$ cat config.mk
export PLATFORM = sky130hd
export DESIGN_NAME = debounce_bank
export DESIGN_NICKNAME = d
export VERILOG_FILES = /design/src/rtl/debounce_bank.sv
export SDC_FILE = /design/constraint.sdc
export NUM_CORES = 1
export LEC_CHECK = 0
export CAP_MARGIN = 40
export CORE_UTILIZATION = 65
export CTS_BUF_LIST = sky130_fd_sc_hd__clkbuf_8
export CTS_CLUSTER_SIZE = 16
export DETAILED_ROUTE_END_ITERATION = 12
export PLACE_DENSITY = 0.86
export RECOVER_POWER = 25
export SYNTH_ARGS = -nofsm -noshare
export SYNTH_HDL_FRONTEND = slang
export SYNTH_SLANG_ARGS = --single-unit
$ cat constraint.sdc
create_clock -name clk -period 4.5 [get_ports clk]
set_input_delay 0.45 -clock clk [delete_from_list [all_inputs] [get_ports clk]]
set_output_delay 0.45 -clock clk [all_outputs]
set_load 0.02 [all_outputs]
$ cat src/rtl/debounce_bank.sv
// -----------------------------------------------------------------------------
// debounce_bank
//
// Purpose:
//   A bank of independent debouncers for raw mechanical inputs such as
//   buttons and switches. Each channel works in four steps:
//     1. It synchronises the raw input through a short flop chain.
//     2. It accepts a new level only after CYCLES consecutive synchronised
//        samples disagree with the current debounced level. A single
//        agreeing sample restarts the count.
//     3. It emits one-cycle rise and fall pulses in the same cycle the
//        debounced level changes.
//     4. Optionally, it emits a one-cycle long-press pulse once the level
//        has been held high for HOLD_CYCLES cycles.
//
// Parameters:
//   CHANNELS    number of independent channels (>= 1)
//   CYCLES      consecutive disagreeing samples needed to accept a level (>= 1)
//   SYNC_STAGES synchroniser depth per channel (>= 1)
//   HOLD_CYCLES high time before long_press fires; 0 removes the hold logic
//
// Ports:
//   clk         sole clock, all state on the rising edge
//   rst         synchronous, active-high reset
//   in          raw asynchronous inputs, one bit per channel
//   out         debounced level per channel (registered)
//   rise        one-cycle pulse when out goes 0->1
//   fall        one-cycle pulse when out goes 1->0
//   long_press  one-cycle pulse when out has been 1 for HOLD_CYCLES cycles
//   any_change  OR of all rise and fall bits, in the same cycle
//
// Latency:
//   A clean level set up before edge 0 reaches out after edge
//   SYNC_STAGES+CYCLES-1.
// -----------------------------------------------------------------------------
module debounce_bank #(
    parameter int CHANNELS    = 8,
    parameter int CYCLES      = 10,
    parameter int SYNC_STAGES = 2,
    parameter int HOLD_CYCLES = 1000
) (
    input  logic                clk,
    input  logic                rst,
    input  logic [CHANNELS-1:0] in,
    output logic [CHANNELS-1:0] out,
    output logic [CHANNELS-1:0] rise,
    output logic [CHANNELS-1:0] fall,
    output logic [CHANNELS-1:0] long_press,
    output logic                any_change
);

    // Width of the debounce counter. It must be able to hold 0..CYCLES.
    localparam int CW = $clog2(CYCLES + 1);

    // Terminal count. A channel that disagrees while sitting at this count
    // accepts the new level on this edge.
    localparam logic [CW-1:0] CNT_LAST = CW'(CYCLES - 1);

    // One bit per channel: this channel accepts a new level on this edge.
    // The bits are gathered into one vector so that any_change can be
    // registered alongside the per-channel pulses.
    logic [CHANNELS-1:0] accept;

    genvar gi;
    generate
        for (gi = 0; gi < CHANNELS; gi++) begin : g_ch

            // Synchroniser chain. Stage 0 samples the raw pin.
            logic [SYNC_STAGES-1:0] sync_q;

            // Synchronised sample used by all of the comparisons below.
            logic                   s;

            // The synchronised sample disagrees with the debounced level.
            logic                   differ;

            // Debounce counter, debounced level and registered pulses.
            logic [CW-1:0]          cnt_q;
            logic                   out_q;
            logic                   rise_q;
            logic                   fall_q;

            always_ff @(posedge clk) begin
                if (rst) begin
                    sync_q <= '0;
                end else begin
                    // NOTE: non-blocking assignments let each stage capture
                    // the previous stage's old value. A blocking chain would
                    // collapse into a single flop.
                    sync_q[0] <= in[gi];
                    for (int k = 1; k < SYNC_STAGES; k++) begin
                        sync_q[k] <= sync_q[k-1];
                    end
                end
            end

            assign s          = sync_q[SYNC_STAGES-1];
            assign differ     = s ^ out_q;
            assign accept[gi] = differ && (cnt_q == CNT_LAST);

            // Debounce counter.
            // - It counts only while the sample disagrees with out.
            // - Any agreeing sample clears it, so a glitch earns no partial
            //   credit.
            // - Accepting the new level also clears it, so it never wraps.
            always_ff @(posedge clk) begin
                if (rst) begin
                    cnt_q  <= '0;
                    out_q  <= 1'b0;
                    rise_q <= 1'b0;
                    fall_q <= 1'b0;
                end else begin
                    rise_q <= accept[gi] & s;
                    fall_q <= accept[gi] & ~s;
                    if (accept[gi]) begin
                        out_q <= s;
                        cnt_q <= '0;
                    end else if (differ) begin
                        cnt_q <= cnt_q + CW'(1);
                    end else begin
                        cnt_q <= '0;
                    end
                end
            end

            assign out[gi]  = out_q;
            assign rise[gi] = rise_q;
            assign fall[gi] = fall_q;

            if (HOLD_CYCLES > 0) begin : g_hold

                // Width of the hold counter. It must be able to hold
                // 0..HOLD_CYCLES.
                localparam int HW = $clog2(HOLD_CYCLES + 1);

                // Saturation value of the hold counter.
                localparam logic [HW-1:0] HOLD_MAX  = HW'(HOLD_CYCLES);

                // Count one below saturation. When the counter steps from
                // here to HOLD_MAX, long_press fires.
                localparam logic [HW-1:0] HOLD_LAST = HW'(HOLD_CYCLES - 1);

                logic [HW-1:0] hc_q;
                logic          lp_q;

                // Hold counter.
                // - Clearing while out is low also covers the rising edge
                //   itself: on that edge out is still 0.
                // - The counter saturates at HOLD_MAX. The pulse fires only
                //   on the step into saturation, so a long hold does not
                //   make it repeat.
                always_ff @(posedge clk) begin
                    if (rst) begin
                        hc_q <= '0;
                        lp_q <= 1'b0;
                    end else begin
                        lp_q <= out_q && (hc_q == HOLD_LAST);
                        if (!out_q) begin
                            hc_q <= '0;
                        end else if (hc_q != HOLD_MAX) begin
                            hc_q <= hc_q + HW'(1);
                        end
                    end
                end

                assign long_press[gi] = lp_q;

            end else begin : g_no_hold

                // Long-press detection is disabled: no hold counter exists.
                assign long_press[gi] = 1'b0;

            end
        end
    endgenerate

    // any_change is registered from the same accept terms that drive the
    // rise and fall flops, so it lines up with them exactly.
    always_ff @(posedge clk) begin
        if (rst) begin
            any_change <= 1'b0;
        end else begin
            any_change <= |accept;
        end
    end

endmodule

# Yosys cells after proc, flatten, opt, wreduce, memory -nomap -nowiden
# Cells that the tools add are included.
[totals]
regBits = 161
inputBits = 10
out_inout_bits = 33
wordCells = 178
[classes]
addsub = 16
eq_ne = 24
n_bitwise = 48
n_reduce_logical = 33
[ops]
columns = ["op", "count"]
rows = [
  ["adder 10 x 1 -> 10 bit (second input constant)", 8],
  ["== test 10 bit (second input constant)", 8],
  ["!= test 10 bit (second input constant)", 8],
  ["adder 4 x 1 -> 4 bit (second input constant)", 8],
  ["== test 4 bit (second input constant)", 8],
  ["NOT 1 bit", 24],
  ["OR reduction 3 bit", 8],
  ["bitwise AND 1 bit", 16],
  ["logical AND 1 bit", 16],
  ["OR reduction 2 bit", 8],
  ["OR reduction 8 bit", 1],
  ["XOR 1 bit", 8],
]

# Depth between registers and ports, before layout
[logic_depth]
word_depth = 3
mapped_depth = 6
depth_no_buf = 6

# Worst setup path before layout
# No wires, ideal clock.
[synth_path]
kind = "register -> register"
startpoint = "register g_ch[4].g_hold.hc_q[0]"
endpoint = "register g_ch[4].g_hold.hc_q[2]"
setup_ps = 71
arrival_time_ps = 1343
required_time_ps = 4429
path_slack_ps = 3087
stages_incl_launch_ff = 7
n_path_buf = 0
synth_period_minus_slack_ps = 1413
path_cell_list = "dfxtp_1 inv_1 ha_1 nand3b_1 nor4b_4 or3b_2 a21oi_1"
[synth_between]
elab_chain_len = 1
word_cells_on_any_way = 2
cone_classes = "add/sub: 1; eq/ne: 1"
[synth_rtl]
columns = ["element", "line_no", "rtl"]
rows = [
  ["start, declared", "143", "logic [HW-1:0] hc_q;"],
  ["start signal, assigned", "161", "hc_q <= hc_q + HW'(1);"],
  ["adder 10 x 1 -> 10 bit / != test 10 bit (equally long branches)", "161, 160", ""],
]
# Parallel ways exist; a longest one is shown, timed or not.
# A chain may end at the register's enable or synchronous reset.

==> impl_metrics.py <==
metrics = {
    "sta": {
        "min_period_over_period_pct": 52.0,
        "tightestPinTransition_ns": 2.01,
        "fin_skew_ns": 0.0119,
        "relSlewSlack_pct": -34.1,
        "rsz0062_at_grt": "false",
        "tns_ns": 0,
        "period_minus_slack_ns": 2.34,
        "whs_ns": 0.440,
        "fmax_ghz": 0.427,
        "hold_viol_final": 0,
        "setup_viol": 0,
        "drv_slew": 50,
    },
    "placed_design": {
        "hpwlAfterDp_um": 8420,
        "portBuffers": 42,
        "placed_area_um2": 7160,
        "dp_cells": 860,
        "place_congestion": 0.798,
    },
    "clocking": {
        "numCtsBuffers": 17,
        "cts_buffer_depth": 2,
        "cts-resized-gates": 0,
        "cts.sinks": 161,
        "cts_setup_buffers": 0,
        "clk_latency_ns": 0.44,
        "cts.clk_slew.worst_paths_ns": 0.08,
        "postCtsHoldBufs": 0,
        "cts_tree": "built",
        "cts_root_buf": "clkbuf_8",
        "htreeDepth": 4,
    },
    "outcome": {
        "status": "complete, but fails checks",
        "failed_checks": "capacitance limit, slew limit",
    },
    "synthesis": {
        "syn_nets": 771,
        "synth_compound_area_share_pct": 3.53,
        "yosysTopAreaCell": "dfxtp_1",
        "yosys-mux-area-fraction_pct": 2.33,
        "synth_flop_cell": "dfxtp_1",
        "synth.top_cell.area_share_pct": 46.9,
        "yosysUniqueCellTypes": 36,
        "avgSynthCellArea_um2": 9.43,
        "synth_fa_ha_area_share_pct": 5.82,
        "yosys-top-cells-count": "dfxtp_1 (161), nor2_1 (107), xnor2_1 (46)",
        "synthArstFlopShare_pct": 0,
        "syn_inst": 729,
        "synth_area_um2": 6880,
        "synth-simple-area-share_pct": 26.6,
        "synth_edf_count": 0,
        "synth_xor_area_share_pct": 9.04,
        "yosysSeqAreaShare_pct": 46.9,
        "yosysWarnings": 0,
        "synth_top_family_by_area": "simple AND/OR/NAND/NOR gates",
        "synth_most_common_cell": "dfxtp_1",
        "synth_area_leaders": "dfxtp_1 (47%), xnor2_1 (5.9%), nor2_1 (5.8%)",
        "synth.ff_latch_count": 161,
    },
    "finish": {
        "nets": 785,
        "antenna_cells": 0,
        "layout-drive-gt1-share_pct": 6.35,
        "fin_area_um2": 7570,
        "finalNonFillerCells": 892,
        "synthToLayoutAreaGrowth_pct": 10.1,
    },
    "die": {
        "rows": 37,
        "die_w_um": 105,
        "io_pins": 43,
        "dieArea_um2": 11000,
        "coreArea_um2": 10300,
        "start_util_pct": 66.9,
        "die_y_um": 105,
    },
    "power": {
        "peakVddDrop_v": 0.000223,
        "p_per_area_nw_per_um2": 333,
        "p_total_mw": 2.52,
        "leakage_nw": 2.38,
    },
    "grt": {
        "track_usage_pct": 23.5,
        "first_global_vias": 4743,
        "antenna_found_initial": 0,
        "grt_pass1_wl_um": 20900,
        "overflow": 0,
        "grt_max_degree": 50,
    },
    "worst_setup_path": {
        "cp-start-kind": "input port",
        "worstPathMaxFanout": 49,
        "cp.required_ns": 4.81,
        "crit_type": "input port to flop",
        "max_stage_delay_ns": 1.41,
        "crit_arrival_ns": 2.65,
        "cpMaxStageDelayCell": "clkbuf_1",
        "worstPathCellList": "clkbuf_1 -> nand2b_1 -> nor3b_1 -> nand2_1 -> nor4b_1",
        "cp-end-kind": "flop",
    },
    "detailed_routing": {
        "via_per_inst": 5.50,
        "route.detailed.drc": 0,
        "drt_iter0_drc": 184,
        "wirelength_um": 12000,
        "ant_nets": 0,
        "wl_per_cell_um": 13.4,
        "num_vias": 4902,
        "dr.pass1.iters": 4,
    },
    "worst_hold_path": {
        "hp-class": "flop to flop",
    },
    "job": {
        "max_cap_violations": 1,
    },
}
==> stage by stage <==
| stage | worst slack (ns) | utilization (%) |
|---|---|---|
| after floorplan | 3.09 | - |
| after global placement | 2.58 | 69.7 |
| after detailed placement | 2.39 | 69.7 |
| after CTS | 2.49 | 73.7 |
| after global routing | 1.93 | 73.7 |
| final | 2.16 | 73.7 |
==> cell usage in the layout (no fill, tap or decap), types with 2 or more instances in the layout <==
cell and n:
xnor2_1 46, clkbuf_8 20, o22ai_1 4, nand3_2 2
nor3b_1 5, nor2_1 107, o21ai_0 16, nand4_1 10
nor4b_4 5, or3b_1 2, nor4b_1 13, xor2_1 25
clkinv_4 3, ha_1 32, clkdlybuf4s50_1 41, mux2i_1 16
nor3_1 27, or3_1 14, nand3b_1 16, nand2_1 43
a21oi_1 26, dfxtp_1 161, or3b_2 6, nor2b_1 16
inv_1 28, clkinvlp_4 4, nor4_1 4, bufinv_16 2
nand2b_1 17, nor4_4 3, nand3_1 33
==> flip-flops by register name (all words and copies together) (netlist names) <==
signal,count
g_ch.out_q,8
g_ch.rise_q,8
g_ch.cnt_q,32
g_ch.fall_q,8
g_ch.g_hold.hc_q,80
any_change,1
g_ch.sync_q,16
g_ch.g_hold.lp_q,8
==> worst paths after layout <==
kind / start / end / slack, ns / cells after the start
max reg2reg: g_ch[2].g_hold.hc_q[0] / g_ch[2].g_hold.hc_q[2] / 2.96 / 6
min: g_ch[5].sync_q[0] / g_ch[5].sync_q[1] / 0.44 / 1
min reg2reg: g_ch[5].sync_q[0] / g_ch[5].sync_q[1] / 0.44 / 1
max: rst / g_ch[1].g_hold.lp_q / 2.16 / 5
==> cell families after synthesis <==
group	Yosys count
buffers and inverters	74
XOR/XNOR	71
multiplexers	16
adder cells (fa/ha/maj)	32
AO/OA/AOI/OAI	47
flip-flops	161
AND/OR/NAND/NOR	328
==> metal layers <==
layer	wire, µm	GRT usage [%]	vias up
met3	451	5.55	21
li1	-	-	2449
met4	221	9.56	0
met1	5250	27.6	2337
met2	6070	41.1	95
met5	0	0	-
==> where the power goes <==
part	switching [mW]	leakage, nW	internal (mW)
combinational	0.0145	0.879	0.0159
clock	0.514	0.199	0.538
sequential	0.00660	1.30	1.43
total	0.535	2.38	1.99
==> cell type report <==
| class | instances | area [µm²] |
|---|---|---|
| fill | 746 | 2710 |
| multi-input combinational | 494 | 3250 |
| inverter | 27 | 101 |
| clock inverter | 12 | 134 |
| timing repair buffer | 42 | 414 |
| clock buffer | 20 | 275 |
| sequential | 161 | 3220 |
| tap | 136 | 170 |
==> worst max-delay path: cells and delay by family <==
kind	cells	cell delay (ns)
buf+inv	1	1.41
simple gates	4	0.76
No activity file was read; power rests on OpenSTA's default activity.
